[config.mk]
export PLATFORM = sky130hd
export DESIGN_NAME = mips_instr_encoder_flat
export DESIGN_NICKNAME = d
export VERILOG_FILES = /design/src/rtl/mips_instr_encoder_if.sv /design/src/rtl/mips_instr_encoder.sv /design/src/flat_wrapper.sv
export SDC_FILE = /design/constraint.sdc
export NUM_CORES = 1
export LEC_CHECK = 0
export CAP_MARGIN = 20
export CORE_MARGIN = 2
export CORE_UTILIZATION = 48
export CTS_CLUSTER_DIAMETER = 30
export DETAILED_ROUTE_END_ITERATION = 12
export GPL_ROUTABILITY_DRIVEN = 1
export PLACE_DENSITY = 0.87
export SYNTH_ARGS = -nofsm -noshare
export SYNTH_HDL_FRONTEND = slang
export SYNTH_SLANG_ARGS = --single-unit
[constraint.sdc]
create_clock -name clk -period 3.8 [get_ports clk]
set_input_delay 0.38 -clock clk [delete_from_list [all_inputs] [get_ports clk]]
set_output_delay 0.38 -clock clk [all_outputs]
set_load 0.02 [all_outputs]
[src/rtl/mips_instr_encoder_if.sv]
// rtl/mips_instr_encoder_if.sv - descriptor stream and instruction-memory write bus of the encoder
// master drives descriptors and acks writes; slave is the encoder.
interface mips_instr_encoder_if #(
  parameter int ADDR_W = 10
);
  logic              in_valid;
  logic              in_ready;
  logic [2:0]        in_kind;
  logic [4:0]        in_rs;
  logic [4:0]        in_rt;
  logic [4:0]        in_rd;
  logic [4:0]        in_shamt;
  logic [5:0]        in_funct;
  logic [15:0]       in_imm;
  logic [25:0]       in_target;
  logic              mem_we;
  logic [ADDR_W-1:0] mem_addr;
  logic [31:0]       mem_wdata;
  logic              mem_ack;

  modport master (
    output in_valid, in_kind, in_rs, in_rt, in_rd, in_shamt, in_funct, in_imm, in_target,
    output mem_ack,
    input  in_ready, mem_we, mem_addr, mem_wdata
  );

  modport slave (
    input  in_valid, in_kind, in_rs, in_rt, in_rd, in_shamt, in_funct, in_imm, in_target,
    input  mem_ack,
    output in_ready, mem_we, mem_addr, mem_wdata
  );
endinterface

[src/rtl/mips_instr_encoder.sv]
// rtl/mips_instr_encoder.sv - packs decoded MIPS descriptors into 32-bit words and loads them into instruction memory
// One word per cycle when mem_ack is tied high; a held write blocks new descriptors.
module mips_instr_encoder #(
  parameter int ADDR_W    = 10,
  parameter int BASE_ADDR = 0
) (
  input  logic                clk,
  input  logic                rst_n,
  input  logic                start,
  mips_instr_encoder_if.slave bus,
  output logic                busy,
  output logic                done,
  output logic                err,
  output logic [ADDR_W:0]     word_count
);

  typedef enum logic [2:0] {
    S_IDLE,
    S_RUN,
    S_DRAIN,
    S_DONE,
    S_ERR
  } state_t;

  localparam logic [2:0] K_RTYPE = 3'd0;
  localparam logic [2:0] K_ADDI  = 3'd1;
  localparam logic [2:0] K_LW    = 3'd2;
  localparam logic [2:0] K_SW    = 3'd3;
  localparam logic [2:0] K_BEQ   = 3'd4;
  localparam logic [2:0] K_J     = 3'd5;
  localparam logic [2:0] K_END   = 3'd6;
  localparam logic [2:0] K_ILL   = 3'd7;

  localparam logic [ADDR_W-1:0] ADDR_BASE = ADDR_W'(BASE_ADDR);
  localparam logic [ADDR_W-1:0] ADDR_MAX  = '1;

  state_t            state_q;
  logic              mem_we_q;
  logic [ADDR_W-1:0] mem_addr_q;
  logic [31:0]       mem_wdata_q;
  logic              busy_q;
  logic              done_q;
  logic              err_q;
  logic [ADDR_W:0]   word_count_q;

  logic              ack;
  logic              at_max;
  logic              ready;
  logic              accept;
  logic              is_write;
  logic [31:0]       mem_wdata_d;

  always_comb begin
    ack      = mem_we_q && bus.mem_ack;
    // The last memory slot ends the session, so nothing may be accepted alongside its ack.
    at_max   = mem_we_q && (mem_addr_q == ADDR_MAX);
    ready    = (state_q == S_RUN) && (!mem_we_q || bus.mem_ack) && !at_max;
    accept   = bus.in_valid && ready;
    is_write = (bus.in_kind < K_END);
  end

  always_comb begin
    mem_wdata_d = '0;
    case (bus.in_kind)
      K_RTYPE: mem_wdata_d = {6'h00, bus.in_rs, bus.in_rt, bus.in_rd, bus.in_shamt, bus.in_funct};
      K_ADDI:  mem_wdata_d = {6'h08, bus.in_rs, bus.in_rt, bus.in_imm};
      K_LW:    mem_wdata_d = {6'h23, bus.in_rs, bus.in_rt, bus.in_imm};
      K_SW:    mem_wdata_d = {6'h2B, bus.in_rs, bus.in_rt, bus.in_imm};
      K_BEQ:   mem_wdata_d = {6'h04, bus.in_rs, bus.in_rt, bus.in_imm};
      K_J:     mem_wdata_d = {6'h02, bus.in_target};
      default: mem_wdata_d = '0;
    endcase
  end

  always_ff @(posedge clk or negedge rst_n) begin
    if (!rst_n) begin
      state_q      <= S_IDLE;
      mem_we_q     <= 1'b0;
      mem_addr_q   <= ADDR_BASE;
      mem_wdata_q  <= '0;
      busy_q       <= 1'b0;
      done_q       <= 1'b0;
      err_q        <= 1'b0;
      word_count_q <= '0;
    end else begin
      // Write retirement runs in every state so a write left pending by an illegal kind still lands.
      if (ack) begin
        mem_addr_q   <= mem_addr_q + 1'b1;
        word_count_q <= word_count_q + 1'b1;
        mem_we_q     <= 1'b0;
      end
      if (accept && is_write) begin
        mem_we_q    <= 1'b1;
        mem_wdata_q <= mem_wdata_d;
      end

      case (state_q)
        S_IDLE, S_DONE, S_ERR: begin
          if (start) begin
            state_q      <= S_RUN;
            busy_q       <= 1'b1;
            done_q       <= 1'b0;
            err_q        <= 1'b0;
            word_count_q <= '0;
            mem_addr_q   <= ADDR_BASE;
            mem_we_q     <= 1'b0;
          end
        end
        S_RUN: begin
          if (ack && at_max) begin
            state_q <= S_DONE;
            busy_q  <= 1'b0;
            done_q  <= 1'b1;
          end else if (accept && bus.in_kind == K_END) begin
            if (!mem_we_q || ack) begin
              state_q <= S_DONE;
              busy_q  <= 1'b0;
              done_q  <= 1'b1;
            end else begin
              state_q <= S_DRAIN;
            end
          end else if (accept && bus.in_kind == K_ILL) begin
            state_q <= S_ERR;
            busy_q  <= 1'b0;
            err_q   <= 1'b1;
          end
        end
        S_DRAIN: begin
          if (ack) begin
            state_q <= S_DONE;
            busy_q  <= 1'b0;
            done_q  <= 1'b1;
          end
        end
        default: begin
          state_q <= S_IDLE;
          busy_q  <= 1'b0;
        end
      endcase
    end
  end

  assign bus.in_ready  = ready;
  assign bus.mem_we    = mem_we_q;
  assign bus.mem_addr  = mem_addr_q;
  assign bus.mem_wdata = mem_wdata_q;
  assign busy          = busy_q;
  assign done          = done_q;
  assign err           = err_q;
  assign word_count    = word_count_q;

endmodule
[src/flat_wrapper.sv]
// flat-port wrapper written by rule: the top's interface ports become plain ports
module mips_instr_encoder_flat 
#(
  parameter int ADDR_W    = 10,
  parameter int BASE_ADDR = 0
)
  (clk, rst_n, start, busy, done, err, word_count, bus_in_valid, bus_in_kind, bus_in_rs, bus_in_rt, bus_in_rd, bus_in_shamt, bus_in_funct, bus_in_imm, bus_in_target, bus_mem_ack, bus_in_ready, bus_mem_we, bus_mem_addr, bus_mem_wdata);
  mips_instr_encoder_if #(.ADDR_W(ADDR_W)) bus_i ();
  input  logic clk;
  input  logic rst_n;
  input  logic start;
  output logic busy;
  output logic done;
  output logic err;
  output logic [ADDR_W:0] word_count;
  input wire logic [$bits(bus_i.in_valid)-1:0] bus_in_valid;
  input wire logic [$bits(bus_i.in_kind)-1:0] bus_in_kind;
  input wire logic [$bits(bus_i.in_rs)-1:0] bus_in_rs;
  input wire logic [$bits(bus_i.in_rt)-1:0] bus_in_rt;
  input wire logic [$bits(bus_i.in_rd)-1:0] bus_in_rd;
  input wire logic [$bits(bus_i.in_shamt)-1:0] bus_in_shamt;
  input wire logic [$bits(bus_i.in_funct)-1:0] bus_in_funct;
  input wire logic [$bits(bus_i.in_imm)-1:0] bus_in_imm;
  input wire logic [$bits(bus_i.in_target)-1:0] bus_in_target;
  input wire logic [$bits(bus_i.mem_ack)-1:0] bus_mem_ack;
  output wire logic [$bits(bus_i.in_ready)-1:0] bus_in_ready;
  output wire logic [$bits(bus_i.mem_we)-1:0] bus_mem_we;
  output wire logic [$bits(bus_i.mem_addr)-1:0] bus_mem_addr;
  output wire logic [$bits(bus_i.mem_wdata)-1:0] bus_mem_wdata;
  assign bus_i.in_valid = bus_in_valid;
  assign bus_i.in_kind = bus_in_kind;
  assign bus_i.in_rs = bus_in_rs;
  assign bus_i.in_rt = bus_in_rt;
  assign bus_i.in_rd = bus_in_rd;
  assign bus_i.in_shamt = bus_in_shamt;
  assign bus_i.in_funct = bus_in_funct;
  assign bus_i.in_imm = bus_in_imm;
  assign bus_i.in_target = bus_in_target;
  assign bus_i.mem_ack = bus_mem_ack;
  assign bus_in_ready = bus_i.in_ready;
  assign bus_mem_we = bus_i.mem_we;
  assign bus_mem_addr = bus_i.mem_addr;
  assign bus_mem_wdata = bus_i.mem_wdata;
  mips_instr_encoder #(.ADDR_W(ADDR_W), .BASE_ADDR(BASE_ADDR)) u_core (.clk(clk), .rst_n(rst_n), .start(start), .bus(bus_i), .busy(busy), .done(done), .err(err), .word_count(word_count));
endmodule
==> key figures <==
Outcome
  – Outcome: completed

Timing
  – Slew of the pin with the lowest slew margin: 0.813 ns
  – Worst Clk Skew: 0.0105 ns
  – Final min period: 2.61 ns
  – F_max: 383 MHz
  – Final hold slack: 0.102 ns
  – Fin. Hold Viols: 0
  – Setup-failing EPs final: 0
  – Setup TNS: 0 ns
  – Final period util: 0.687
  – Slew margin rel.: 0.456
  – Fin. max-slew vios: 0
  – Worst setup margin: 1.19 ns
  – Unrepaired setup endpoints after global routing: false

Final layout
  – Diode count: 0
  – Fin area: 4940 µm²
  – Most frequent cells in the layout: clkdlybuf4s50_1, dfrtp_1, nor2_1
  – Synth-to-layout area growth: 45.0%
  – Share of cells above drive strength 1: 0.141
  – Commonest non-fill, non-tap cell in the layout: clkdlybuf4s50_1
  – Final net count: 565

Worst setup path
  – Crit end category: output pin
  – Buf/Inv on CP: 1
  – WP data required: 3.42 ns
  – Worst path slowest cell: clkdlybuf4s50_1
  – WP data arrival: 2.23 ns
  – Worst R2R Path Depth: 6
  – Critical path's top delay family: simple AND/OR/NAND/NOR gates
  – CP peak stage delay: 0.65 ns
  – Reg2reg start: u_core.bus.mem_addr[0]
  – Crit Path Max Fanout: 10
  – Cell count along the critical path: 3
  – R2R Setup Slk: 1.89 ns
  – Critical path launch point type: flop
  – R2r endpoint: u_core.state_q[0]
  – Critical Setup Path Class: reg2out
  – Worst-path cell chain: or3b_2, nor3_1, clkdlybuf4s50_1

Synth
  – Post-synthesis cell count: 361
  – Mux contribution to synthesized area: 0.0529
  – Seq cells post-synth: 58
  – Ys Warns: 0
  – Synth Area in XOR/XNOR: 0.0411
  – Mean Syn Cell Area: 9.43 µm²
  – Area share of fa/ha/maj cells after synthesis: 0.00735
  – Largest family of logic cells by synthesized area: compound AO/OA/AOI/OAI gates
  – Top_reg_cell synth: dfrtp_1
  – Synth Cell Area: 3410 µm²
  – Post-synthesis compound-gate area fraction: 0.222
  – Library cells used by synthesis: 49
  – Fraction of registers with async set or reset after synthesis: 1.00
  – Number of synthesized flops with an enable pin: 0
  – Post-Syn Nets: 439
  – Seq/Total Area, Yosys: 0.426
  – Synth Area in Simple Gates: 0.180

Place
  – Dpl ws: 0.787 ns
  – Hpwl dp: 6.80 mm
  – Placed Area: 4730 µm²
  – Final GP Congestion: 0.780
  – Port Buffers: 132

Floorplanning
  – Core Box Area: 6830 µm²
  – Die W: 88.2 µm
  – IO Pins: 134
  – Rows: 30
  – Die height: 88.2 µm
  – DIE AREA: 7790 µm²
  – Starting density of the core: 0.499

CTS
  – Sink Count: 58
  – Clk slew on worst S/H paths: 0.06 ns
  – CTS Buf Count: 9
  – TritonCTS clock tree: built
  – Clk root buf: clkbuf_8
  – Setup bufs post-CTS: 0
  – Clk_lat worst skew: 0.32 ns
  – Hold Buf Count CTS: 0
  – Cts repair resizes: 0
  – CTS max path bufs: 2
  – H-tree Lvls: 3

Power
  – Peak VDD IR: 0.472 mV
  – Total power: 3.01 mW
  – Leak pwr: 2.07 nW
  – Cell Pwr Density: 609 nW/µm²

Drt
  – Wire per inst: 15.7 µm
  – Initial drt markers: 240
  – DRC: 0
  – Routed wire length: 9.22 mm
  – ANT nets after route: 0
  – 1st-pass router iterations: 7
  – Total number of vias: 3172
  – Vias per Instance: 5.40

Global route
  – Vias in the first global route: 3154
  – Pin count of the biggest net entering global routing: 34
  – Initial antenna violation count: 0
  – Tot GR Track Use: 0.238
  – Congestion Overflow GR: 0
  – Global-route wire length before repair: 14.6 mm

Job
  – Max_cap viols: 0

Hold path
  – Hold crit path type: in2async
[cells in the mapped netlist, types with 2 or more instances]
cell type | number | area share
dfrtp_1 | 58 | 0.43
nor2_1 | 51 | 0.056
nand2_1 | 34 | 0.037
a21oi_2 | 22 | 0.057
o21ai_0 | 22 | 0.032
inv_1 | 21 | 0.023
a222oi_1 | 16 | 0.047
mux2_2 | 16 | 0.053
a21oi_1 | 12 | 0.018
xor2_1 | 11 | 0.028
a22oi_1 | 10 | 0.022
clkbuf_1 | 9 | 0.0099
buf_2 | 7 | 0.010
nand3_1 | 6 | 0.0088
nor2b_1 | 6 | 0.011
buf_6 | 5 | 0.017
xnor2_1 | 5 | 0.013
buf_4 | 4 | 0.0088
nand4_1 | 4 | 0.0073
and2_1 | 3 | 0.0055
and3_1 | 3 | 0.0055
or3_1 | 3 | 0.0055
a22o_1 | 2 | 0.0051
ha_1 | 2 | 0.0073
nor3_1 | 2 | 0.0029
nor3_4 | 2 | 0.0096
o22a_1 | 2 | 0.0051
o32a_1 | 2 | 0.0059
[registers in the layout (all words and copies together) (netlist names)]
register	cells
u_core.bus.mem_addr	10
u_core.bus.mem_wdata	30
u_core.bus.mem_we	1
u_core.busy	1
u_core.done	1
u_core.err	1
u_core.state_q	3
u_core.word_count	11
[layout make-up]
| class | count | area, µm² |
|---|---|---|
| Clock buffer | 12 | 145 |
| Inverter | 21 | 78.8 |
| Clock inverter | 3 | 40.0 |
| Fill cell | 530 | 1890 |
| Sequential cell | 58 | 1450 |
| Timing Repair Buffer | 140 | 1380 |
| Tap cell | 96 | 120 |
| Multi-Input combinational cell | 257 | 1720 |
[metrics by stage]
step | std cells | utilization
after floorplan | 361 | -
after global placement | 570 | 0.693
after detailed placement | 570 | 0.693
after CTS | 585 | 0.720
after global routing | 587 | 0.723
final | 587 | 0.723
[power by group]
group	switching (mW)	internal (mW)
Clock	0.229	0.316
Combinational	0.761	0.706
Sequential	0.165	0.831
[cell families (layout without fill, tap and decap cells)]
kind of cell / Yosys count / after routing
adders and majority gates: 2 / 2
other: 1 / 1
and+or+nand+nor: 123 / 123
xor gates and xnor gates: 16 / 16
muxes: 16 / 16
DFF: 58 / 58
buffers and inverters: 46 / 176
AOI/OAI and AO/OA: 99 / 99
[how the worst max path moves through the flow]
stage / start / end
2_1_floorplan: u_core.bus.mem_addr[0] / u_core.state_q[0]
3_3_place_gp: bus_in_kind[2] / u_core.bus.mem_wdata[12]
3_5_place_dp: bus_in_kind[2] / u_core.bus.mem_wdata[1]
4_1_cts: bus_in_kind[2] / u_core.bus.mem_wdata[1]
5_1_grt: u_core.state_q[0] / bus_in_ready
6_report: u_core.state_q[0] / bus_in_ready
[per-layer routing]
metal	part of all wire	GRT usage
met3	0.054	0.0476
met2	0.54	0.416
met1	0.39	0.288
met4	0.021	0.0978
met5	0	0
No activity file was read; power rests on OpenSTA's default activity.
